==> config.mk <==
export PLATFORM = sky130hd
export DESIGN_NAME = vga_timing_gen
export DESIGN_NICKNAME = d
export VERILOG_FILES = /design/src/rtl/vga_timing_gen.sv
export SDC_FILE = /design/constraint.sdc
export NUM_CORES = 1
export LEC_CHECK = 0
export CAP_MARGIN = 25
export CORE_MARGIN = 4
export CORE_UTILIZATION = 52
export DETAILED_ROUTE_END_ITERATION = 8
export PLACE_DENSITY = 0.76
export SLEW_MARGIN = 20
export SYNTH_ARGS = -nofsm -noshare
export SYNTH_HDL_FRONTEND = slang
export SYNTH_SLANG_ARGS = --single-unit
==> constraint.sdc <==
create_clock -name clk -period 3.45 [get_ports clk]
set_input_delay 0.345 -clock clk [delete_from_list [all_inputs] [get_ports clk]]
set_output_delay 0.345 -clock clk [all_outputs]
set_load 0.01 [all_outputs]
==> src/rtl/vga_timing_gen.sv <==
// VGA timing generator: pixel divider, horizontal/vertical counters and phase FSMs, registered outputs.
// Optional feature macro VGA_TIMING_FRAME_CNT_EN enables the mod-256 completed-frame counter on frame_cnt.
module vga_timing_gen #(
    parameter int unsigned H_ACTIVE = 640,
    parameter int unsigned H_FP     = 16,
    parameter int unsigned H_SYNC   = 96,
    parameter int unsigned H_BP     = 48,
    parameter int unsigned V_ACTIVE = 480,
    parameter int unsigned V_FP     = 10,
    parameter int unsigned V_SYNC   = 2,
    parameter int unsigned V_BP     = 33,
    parameter int unsigned PIX_DIV  = 2
) (
    input  logic       clk,
    input  logic       rst,
    output logic       pix_en,
    output logic [9:0] col,
    output logic [8:0] row,
    output logic       col0,
    output logic       row0,
    output logic       active,
    output logic       hsync,
    output logic       vsync,
    output logic [7:0] frame_cnt
);

    localparam int unsigned H_TOTAL = H_ACTIVE + H_FP + H_SYNC + H_BP;
    localparam int unsigned V_TOTAL = V_ACTIVE + V_FP + V_SYNC + V_BP;

    localparam logic [9:0] H_LAST       = 10'(H_TOTAL - 1);
    localparam logic [9:0] H_FP_START   = 10'(H_ACTIVE);
    localparam logic [9:0] H_SYNC_START = 10'(H_ACTIVE + H_FP);
    localparam logic [9:0] H_BP_START   = 10'(H_ACTIVE + H_FP + H_SYNC);

    localparam logic [9:0] V_LAST       = 10'(V_TOTAL - 1);
    localparam logic [9:0] V_FP_START   = 10'(V_ACTIVE);
    localparam logic [9:0] V_SYNC_START = 10'(V_ACTIVE + V_FP);
    localparam logic [9:0] V_BP_START   = 10'(V_ACTIVE + V_FP + V_SYNC);

    localparam logic [2:0] DIV_LAST = 3'(PIX_DIV - 1);

    typedef enum logic [1:0] {
        PH_ACTIVE,
        PH_FRONT,
        PH_SYNC,
        PH_BACK
    } phase_e;

    function automatic phase_e decode_phase(
        input logic [9:0] cnt,
        input logic [9:0] fp_start,
        input logic [9:0] sync_start,
        input logic [9:0] bp_start
    );
        if (cnt < fp_start) begin
            return PH_ACTIVE;
        end else if (cnt < sync_start) begin
            return PH_FRONT;
        end else if (cnt < bp_start) begin
            return PH_SYNC;
        end else begin
            return PH_BACK;
        end
    endfunction

    logic [2:0] div_q, div_d;
    logic       run_q, run_d;
    logic [9:0] hcnt_q, hcnt_d;
    logic [9:0] vcnt_q, vcnt_d;
    phase_e     hstate_q, hstate_d;
    phase_e     vstate_q, vstate_d;

    logic       pix_en_q, pix_en_d;
    logic [9:0] col_q, col_d;
    logic [8:0] row_q, row_d;
    logic       col0_q, col0_d;
    logic       row0_q, row0_d;
    logic       active_q, active_d;
    logic       hsync_q, hsync_d;
    logic       vsync_q, vsync_d;

    logic tick;
    logic hwrap;
    logic vwrap;
    logic hact;
    logic vact;

    assign tick = (div_q == DIV_LAST);

    always_ff @(posedge clk or negedge rst) begin
        if (!rst) begin
            div_q    <= '0;
            run_q    <= 1'b0;
            hcnt_q   <= '0;
            vcnt_q   <= '0;
            hstate_q <= PH_ACTIVE;
            vstate_q <= PH_ACTIVE;
            pix_en_q <= 1'b0;
            col_q    <= '0;
            row_q    <= '0;
            col0_q   <= 1'b0;
            row0_q   <= 1'b0;
            active_q <= 1'b0;
            hsync_q  <= 1'b0;
            vsync_q  <= 1'b0;
        end else begin
            div_q    <= div_d;
            run_q    <= run_d;
            hcnt_q   <= hcnt_d;
            vcnt_q   <= vcnt_d;
            hstate_q <= hstate_d;
            vstate_q <= vstate_d;
            pix_en_q <= pix_en_d;
            col_q    <= col_d;
            row_q    <= row_d;
            col0_q   <= col0_d;
            row0_q   <= row0_d;
            active_q <= active_d;
            hsync_q  <= hsync_d;
            vsync_q  <= vsync_d;
        end
    end

    always_comb begin
        div_d    = tick ? '0 : div_q + 3'd1;
        run_d    = run_q;
        hcnt_d   = hcnt_q;
        vcnt_d   = vcnt_q;
        hstate_d = hstate_q;
        vstate_d = vstate_q;
        hwrap    = 1'b0;
        vwrap    = 1'b0;
        hact     = 1'b0;
        vact     = 1'b0;
        pix_en_d = tick;
        col0_d   = 1'b0;
        row0_d   = 1'b0;
        col_d    = col_q;
        row_d    = row_q;
        active_d = active_q;
        hsync_d  = hsync_q;
        vsync_d  = vsync_q;

        if (tick) begin
            run_d = 1'b1;
            // The first pixel after reset presents (0,0) rather than advancing past it.
            if (run_q) begin
                hwrap  = (hcnt_q >= H_LAST);
                hcnt_d = hwrap ? '0 : hcnt_q + 10'd1;
                if (hwrap) begin
                    vwrap  = (vcnt_q >= V_LAST);
                    vcnt_d = vwrap ? '0 : vcnt_q + 10'd1;
                end
            end else begin
                hcnt_d = '0;
                vcnt_d = '0;
            end

            hstate_d = decode_phase(hcnt_d, H_FP_START, H_SYNC_START, H_BP_START);
            vstate_d = decode_phase(vcnt_d, V_FP_START, V_SYNC_START, V_BP_START);

            hact     = (hstate_d == PH_ACTIVE);
            vact     = (vstate_d == PH_ACTIVE);
            active_d = hact && vact;
            col_d    = hact ? hcnt_d : '0;
            row_d    = vact ? vcnt_d[8:0] : '0;
            col0_d   = (hcnt_d == '0) && vact;
            row0_d   = (hcnt_d == '0) && (vcnt_d == '0);
            hsync_d  = (hstate_d == PH_SYNC);
            vsync_d  = (vstate_d == PH_SYNC);
        end
    end

    assign pix_en = pix_en_q;
    assign col    = col_q;
    assign row    = row_q;
    assign col0   = col0_q;
    assign row0   = row0_q;
    assign active = active_q;
    assign hsync  = hsync_q;
    assign vsync  = vsync_q;

`ifdef VGA_TIMING_FRAME_CNT_EN
    logic [7:0] frame_cnt_q;
    logic       frame_wrap;

    assign frame_wrap = tick && run_q && hwrap && vwrap;

    always_ff @(posedge clk or negedge rst) begin
        if (!rst) begin
            frame_cnt_q <= '0;
        end else if (frame_wrap) begin
            frame_cnt_q <= frame_cnt_q + 8'd1;
        end
    end

    assign frame_cnt = frame_cnt_q;
`else
    assign frame_cnt = '0;
`endif

endmodule
* Word level (Yosys, flattened, before mapping)
Index checks and enable logic that the tools add are counted.
** Storage, ports and cells
- Bits in registers :: 49
- Input bits :: 2
** Cells by class
- Order comparisons :: 8
- Eq/ne operators :: 3
- Reductions and logical operators :: 7
- $add $sub $neg :: 3
- Mux-type cells :: 20
** Operators by type and width (number)
- 2-to-1 mux 10 bit :: 8
- < comparator 10 bit, second input constant :: 3
- < comparator 10 x 9 -> 1 bit, second input constant :: 3
- adder 10 x 1 -> 10 bit, second input constant :: 2
- greater-or-equal comparator 10 bit, second input constant :: 2
- zero test 10 bit :: 2
- 2-to-1 mux 2 bit :: 6
- 2-to-1 mux 9 bit :: 1
- == test 2 bit, second input constant :: 2
- zero test 2 bit :: 2
- 2-to-1 mux 1 bit :: 4
- adder 3 x 1 -> 3 bit, second input constant :: 1
- == test 3 x 1 -> 1 bit, second input constant :: 1
- logical AND 1 bit :: 3
- 2-to-1 mux 3 bit :: 1

* Longest topological paths before layout
- Depth after elaboration :: 13
- Mapped depth :: 9

* Worst setup path after synthesis
OpenSTA, ideal clock, no wires.
- Kind :: flip-flop to flip-flop
- From :: register hcnt_q[0]
- To :: register vsync_q, in the netlist vsync
- Stages on the path, launching flop included :: 9
- Arrival time :: 2.015 ns
- Period minus slack after synthesis :: 2.107 ns
- Setup slack :: 1.343 ns
- Cell sequence :: dfrtp_1 > ha_1 > buf_2 > nand4_4 > a21boi_1 > a311o_1 > nand3_2 > or3b_1 > o31ai_2
** Between the ends
- Cells in the longest elaborated chain, start to end :: 10
- Elaborated cells on any way between the ends :: 12
- Classes of those cells :: order compare: 4; eq/ne: 1; mux: 7
** RTL lines
- from (decl) :: RTL line 68 : logic [9:0] hcnt_q, hcnt_d;
- from (signal assigned) :: RTL line 109 : hcnt_q <= hcnt_d;
- greater-or-equal comparator 10 bit * :: RTL line 148 : hwrap = (hcnt_q >= H_LAST);
- 2-to-1 mux 10 bit * :: RTL line 150 : if (hwrap) begin
- 2-to-1 mux 10 bit * :: RTL line 147 : if (run_q) begin
- 2-to-1 mux 10 bit * :: RTL line 144 : if (tick) begin
- < comparator 10 x 9 -> 1 bit :: RTL line 59 : end else if (cnt < bp_start) begin
- 2-to-1 mux 1 bit :: RTL line 59
- 2-to-1 mux 2 bit :: RTL line 57 : end else if (cnt < sync_start) begin
- 2-to-1 mux 2 bit * :: RTL line 55 : if (cnt < fp_start) begin
- 2-to-1 mux 2 bit * :: RTL line 144
- == test 2 bit * :: RTL line 170 : vsync_d = (vstate_d == PH_SYNC);
- to (signal assigned) :: RTL line 120 : vsync_q <= vsync_d;
- to (decl) :: RTL line 80 : logic vsync_q, vsync_d;
Every way passes the cells marked *; elsewhere a longest branch is shown, timed or not. The select of a mux whose other input is x is not followed.
A chain may end at the register's enable or synchronous reset.

* Final worst setup path
- From :: register div_q[0]
- To :: register vsync_q, in the netlist vsync
** Between the ends
- Cells in the longest elaborated chain, start to end :: 1
** RTL lines
- from (decl) :: RTL line 66 : logic [2:0] div_q, div_d;
- from (signal assigned) :: RTL line 107 : div_q <= div_d;
- == test 3 x 1 -> 1 bit :: RTL line 88 : assign tick = (div_q == DIV_LAST);
Every way passes these cells.

==> results <==
- Dividing the detail-routed via count by the number of cells gives 5.855.
- The number of hold violations in the final report was 0.
- For this run, the register share of the synthesized area comes to 0.4387.
- The total overflow reported by the global router is 0.
- The library cells used most frequently in the layout, excluding fill and tap cells, are sky130_fd_sc_hd__nand2_1 (58), sky130_fd_sc_hd__dfrtp_1 (49), sky130_fd_sc_hd__o21ai_0 (32).
- The number of placed instances with taps included is ~380.
- The antenna violation net count after detailed routing is 0.
- The setup slack at placement is 902.4 ps.
- The clock tree synthesis step divided the H-tree into 2 levels.
- The number of warnings reported in the yosys synthesis log is 0.
- The final layout contains routed wiring with a total length of a little over 6000 um.
- The count of unique library cells instantiated by Yosys is 52.
- The share of synthesized area in the top cell type comes to 0.4387.
- The leading register cell type out of synthesis is sky130_fd_sc_hd__dfrtp_1.
- In the finished design, the share of the clock period the worst path needs comes to 0.7421.
- The flow ran to the end, and the final reports show no timing, DRC or antenna violations.
- The die boundary height is roughly 80 um.
- The number of global-route vias before repair is 2071.
- Derived from the worst setup path, the maximum achievable clock frequency is about 390 MHz.
- The core footprint is 5172 um2.
- The pre-antenna-repair detailed-routing pass consisted of 4 iterations.
- The clock slew seen by the registers of the worst setup and hold paths is around 90 ps.
- The largest buffer count on any clock path is 2.
- In this run the power density over the cells is 297.6 nW/um2.
- Clock tree synthesis selected as its root buffer the cell sky130_fd_sc_hd__clkbuf_8.
- The relative area change from synthesis to final layout is 11.41%.
- Along the worst path, the maximum fanout reaches 33.
- The weighted congestion at the end of routability-driven global placement is a little under 0.9.
- The number of max-slew violations in the final report is 0.
- STA classifies the critical path endpoint as a flip-flop.
- The final design utilization is 0.6021.
- Setup repair after global routing left no endpoint under its margin.
- For this run, asynchronously set or reset flops after synthesis account for 1.000.
- The combined global-route utilization of all metal layers is 0.1982.
- The placed instances occupy a cell area of ~3000 um2.
- The post-route setup TNS is 0 ps.
- The routed layout has 2301 vias.
- During placement, the flow inserted port buffers numbering 26.
- The number of flops mapped to enable cells by yosys is 0.
- The clock tree from TritonCTS is done.
- The die covers between 6000 and 7000 um2.
- The maximum number of pins on one net before global-route repair is 34.
- Clock latency on the worst-skew pair, taken at its later pin, is around 310 ps.
- The die is 81.32 um wide.
- For the finished layout, the period the worst path requires is 2560 ps.
- The leakage power is 1.305 nW.
- By startpoint and endpoint, the worst setup path is classified as reg -> reg.
- Clock tree synthesis inserted a total of 5 buffers.
- The number of cell rows is 26.
- The global-route wire length before repair is between 10000 and 15000 um.
- The flip-flop and latch count after synthesis is 49.
- Synthesis handed over a netlist of 309 instances.
- In the post-synthesis netlist, the biggest area contributors are sky130_fd_sc_hd__dfrtp_1 (44%), sky130_fd_sc_hd__nand2_1 (7.8%), sky130_fd_sc_hd__o21ai_0 (5.7%).
- Of the cells placed in the final design, the portion with a size suffix greater than 1 is 0.07430.
- Once layout is complete, the cells apart from fillers number 393.
- The post-cts sizing count is 0.
- The HPWL after detailed placement is 4331 um.
- The worst setup path is launched from a flip-flop.
- The filler cell count is 450.
- 0 antenna diodes ended up in the layout.
- Of all cell types, the one taking the most synthesized area is sky130_fd_sc_hd__dfrtp_1.
- After detailed routing, the average wire length per cell comes to about 16 um.
- The tree built by TritonCTS fans out to 49 sinks.
- The tightest min-delay check is of the reg -> reg type.
- Across all setup checks in the final design, the least slack found is 889.8 ps.
- After detailed routing, the number of remaining DRC violations is 0.
- After routing the design area is a little over 3000 um2.
- The initial antenna violation count is 0.
- The initial utilization of the core area, before any placement, comes to 0.5404.
- During I/O placement, the number of pins put on the boundary was 35.
- The starting DRC count in detailed routing is 263.
- The synthesized netlist occupies a cell area of 2795 um2.
- The max capacitance violation total is 0.
- On the final layout, the worst clock skew is between 9 and 10 ps.
- Averaged over all synthesized cells, the footprint is 9.046 um2.
- The endpoint required time on the critical path is 3660 ps.
- The peak supply drop is 0.0002071 V.
- Leaving out fill and tap cells, the most frequent cell in the layout is sky130_fd_sc_hd__nand2_1.
- The total setup violations reported at the end of the flow is 0.
- The critical path arrival is about 2800 ps.
- The final layout contains 327 nets.
[routing by layer]
layer	track usage	share of wire	up-vias
met5	0	0	-
met4	0.04392	0.011	0
met3	0.03215	0.071	10
met2	0.2989	0.44	87
met1	0.2984	0.48	1091
li1	-	-	1113
[final cells by class]
cell class / instances / area, um2 / share of cell area
sequential: 49 / 1226 / 0.3937
timing repair buffer: 31 / 307.8 / 0.09883
clock buffer: 7 / 76.32 / 0.02451
clock inverter: 1 / 7.507 / 0.002411
multi-input combinational: 225 / 1371 / 0.4403
inverter: 10 / 37.54 / 0.01205
tap: 70 / 87.58 / 0.02812
[metrics by stage]
stage / hold WS (ps) / power (mW)
final: 483.8 / 0.9267
after global routing: 513.1 / 0.9629
after CTS: 491.5 / 0.9361
after detailed placement: 333.6 / 0.6036
after global placement: 459.1 / 0.6008
after floorplan: 49.41 / 0.5959
[path summary, 6_finish.rpt]
check | start | endpoint | slack (ps) | cells past startpoint
max in group asynchronous | rst | active | 2410 | 3
worst max register to register | div_q[0] | vsync | 890 | 6
worst min-delay path | col[8] | col[8] | 480 | 2
min in group asynchronous | rst | col[3] | 520 | 2
worst min register to register | col[8] | col[8] | 480 | 2
worst max-delay path | div_q[0] | vsync | 890 | 6
[critical path, cell delays in order (launching register included)]
cell and delay, ps:
sky130_fd_sc_hd__dfrtp_1 410, sky130_fd_sc_hd__or3b_1 510, sky130_fd_sc_hd__buf_4 310, sky130_fd_sc_hd__a311o_1 370, sky130_fd_sc_hd__nand3_2 200, sky130_fd_sc_hd__or3b_1 410, sky130_fd_sc_hd__o31ai_2 250
[flip-flops by register name, summed over array words and instances, names as in the netlist]
register	cells
col	10
row0	1
col0	1
hsync	1
row	9
hcnt_q	10
pix_en	1
active	1
vsync	1
vcnt_q	10
run_q	1
div_q	3
[what timing repair did]
item	CTS	global route
hold buffers	1	0
hold endpoints to repair	7	0
buffers inserted	0	0
[logic make-up (layout without fill, tap and decap cells)]
kind of cell             count (synthesis)  after routing  share of synthesized area
multiplexers                             1              1                   0.004028
flip-flops                              49             49                     0.4387
buffers and inverters                   42             49                    0.08013
other                                    1              8                   0.001342
adder cells (fa/ha/maj)                  3              3                    0.01343
AND/OR/NAND/NOR                        123            123                     0.2301
AO/OA/AOI/OAI                           81             81                     0.2041
XOR/XNOR                                 9              9                    0.02820
[synth_stat cells (all sizes together) (2+ instances only)]
cell type	instances
or3	3
nor4b	2
and3	6
buf	22
nand2b	2
a22oi	2
a311o	2
nor2	13
nand2	58
a21oi	9
ha	3
and4	2
and2	3
a211oi	2
dfrtp	49
nand4	7
xnor2	8
inv	10
clkbuf	10
a32o	11
nand3	9
nor2b	3
nand4b	2
nor3	5
or3b	2
o21ai	33
o31ai	6
a22o	5
a31oi	4
nor4	4
[report_power, final]
group | total, mW | internal (mW) | switching (mW)
Clock | 0.334 | 0.144 | 0.190
Combinational | 0.0186 | 0.00340 | 0.0152
Sequential | 0.574 | 0.574 | 0
Total | 0.927 | 0.721 | 0.206
Power figures use the tool's default switching activity.
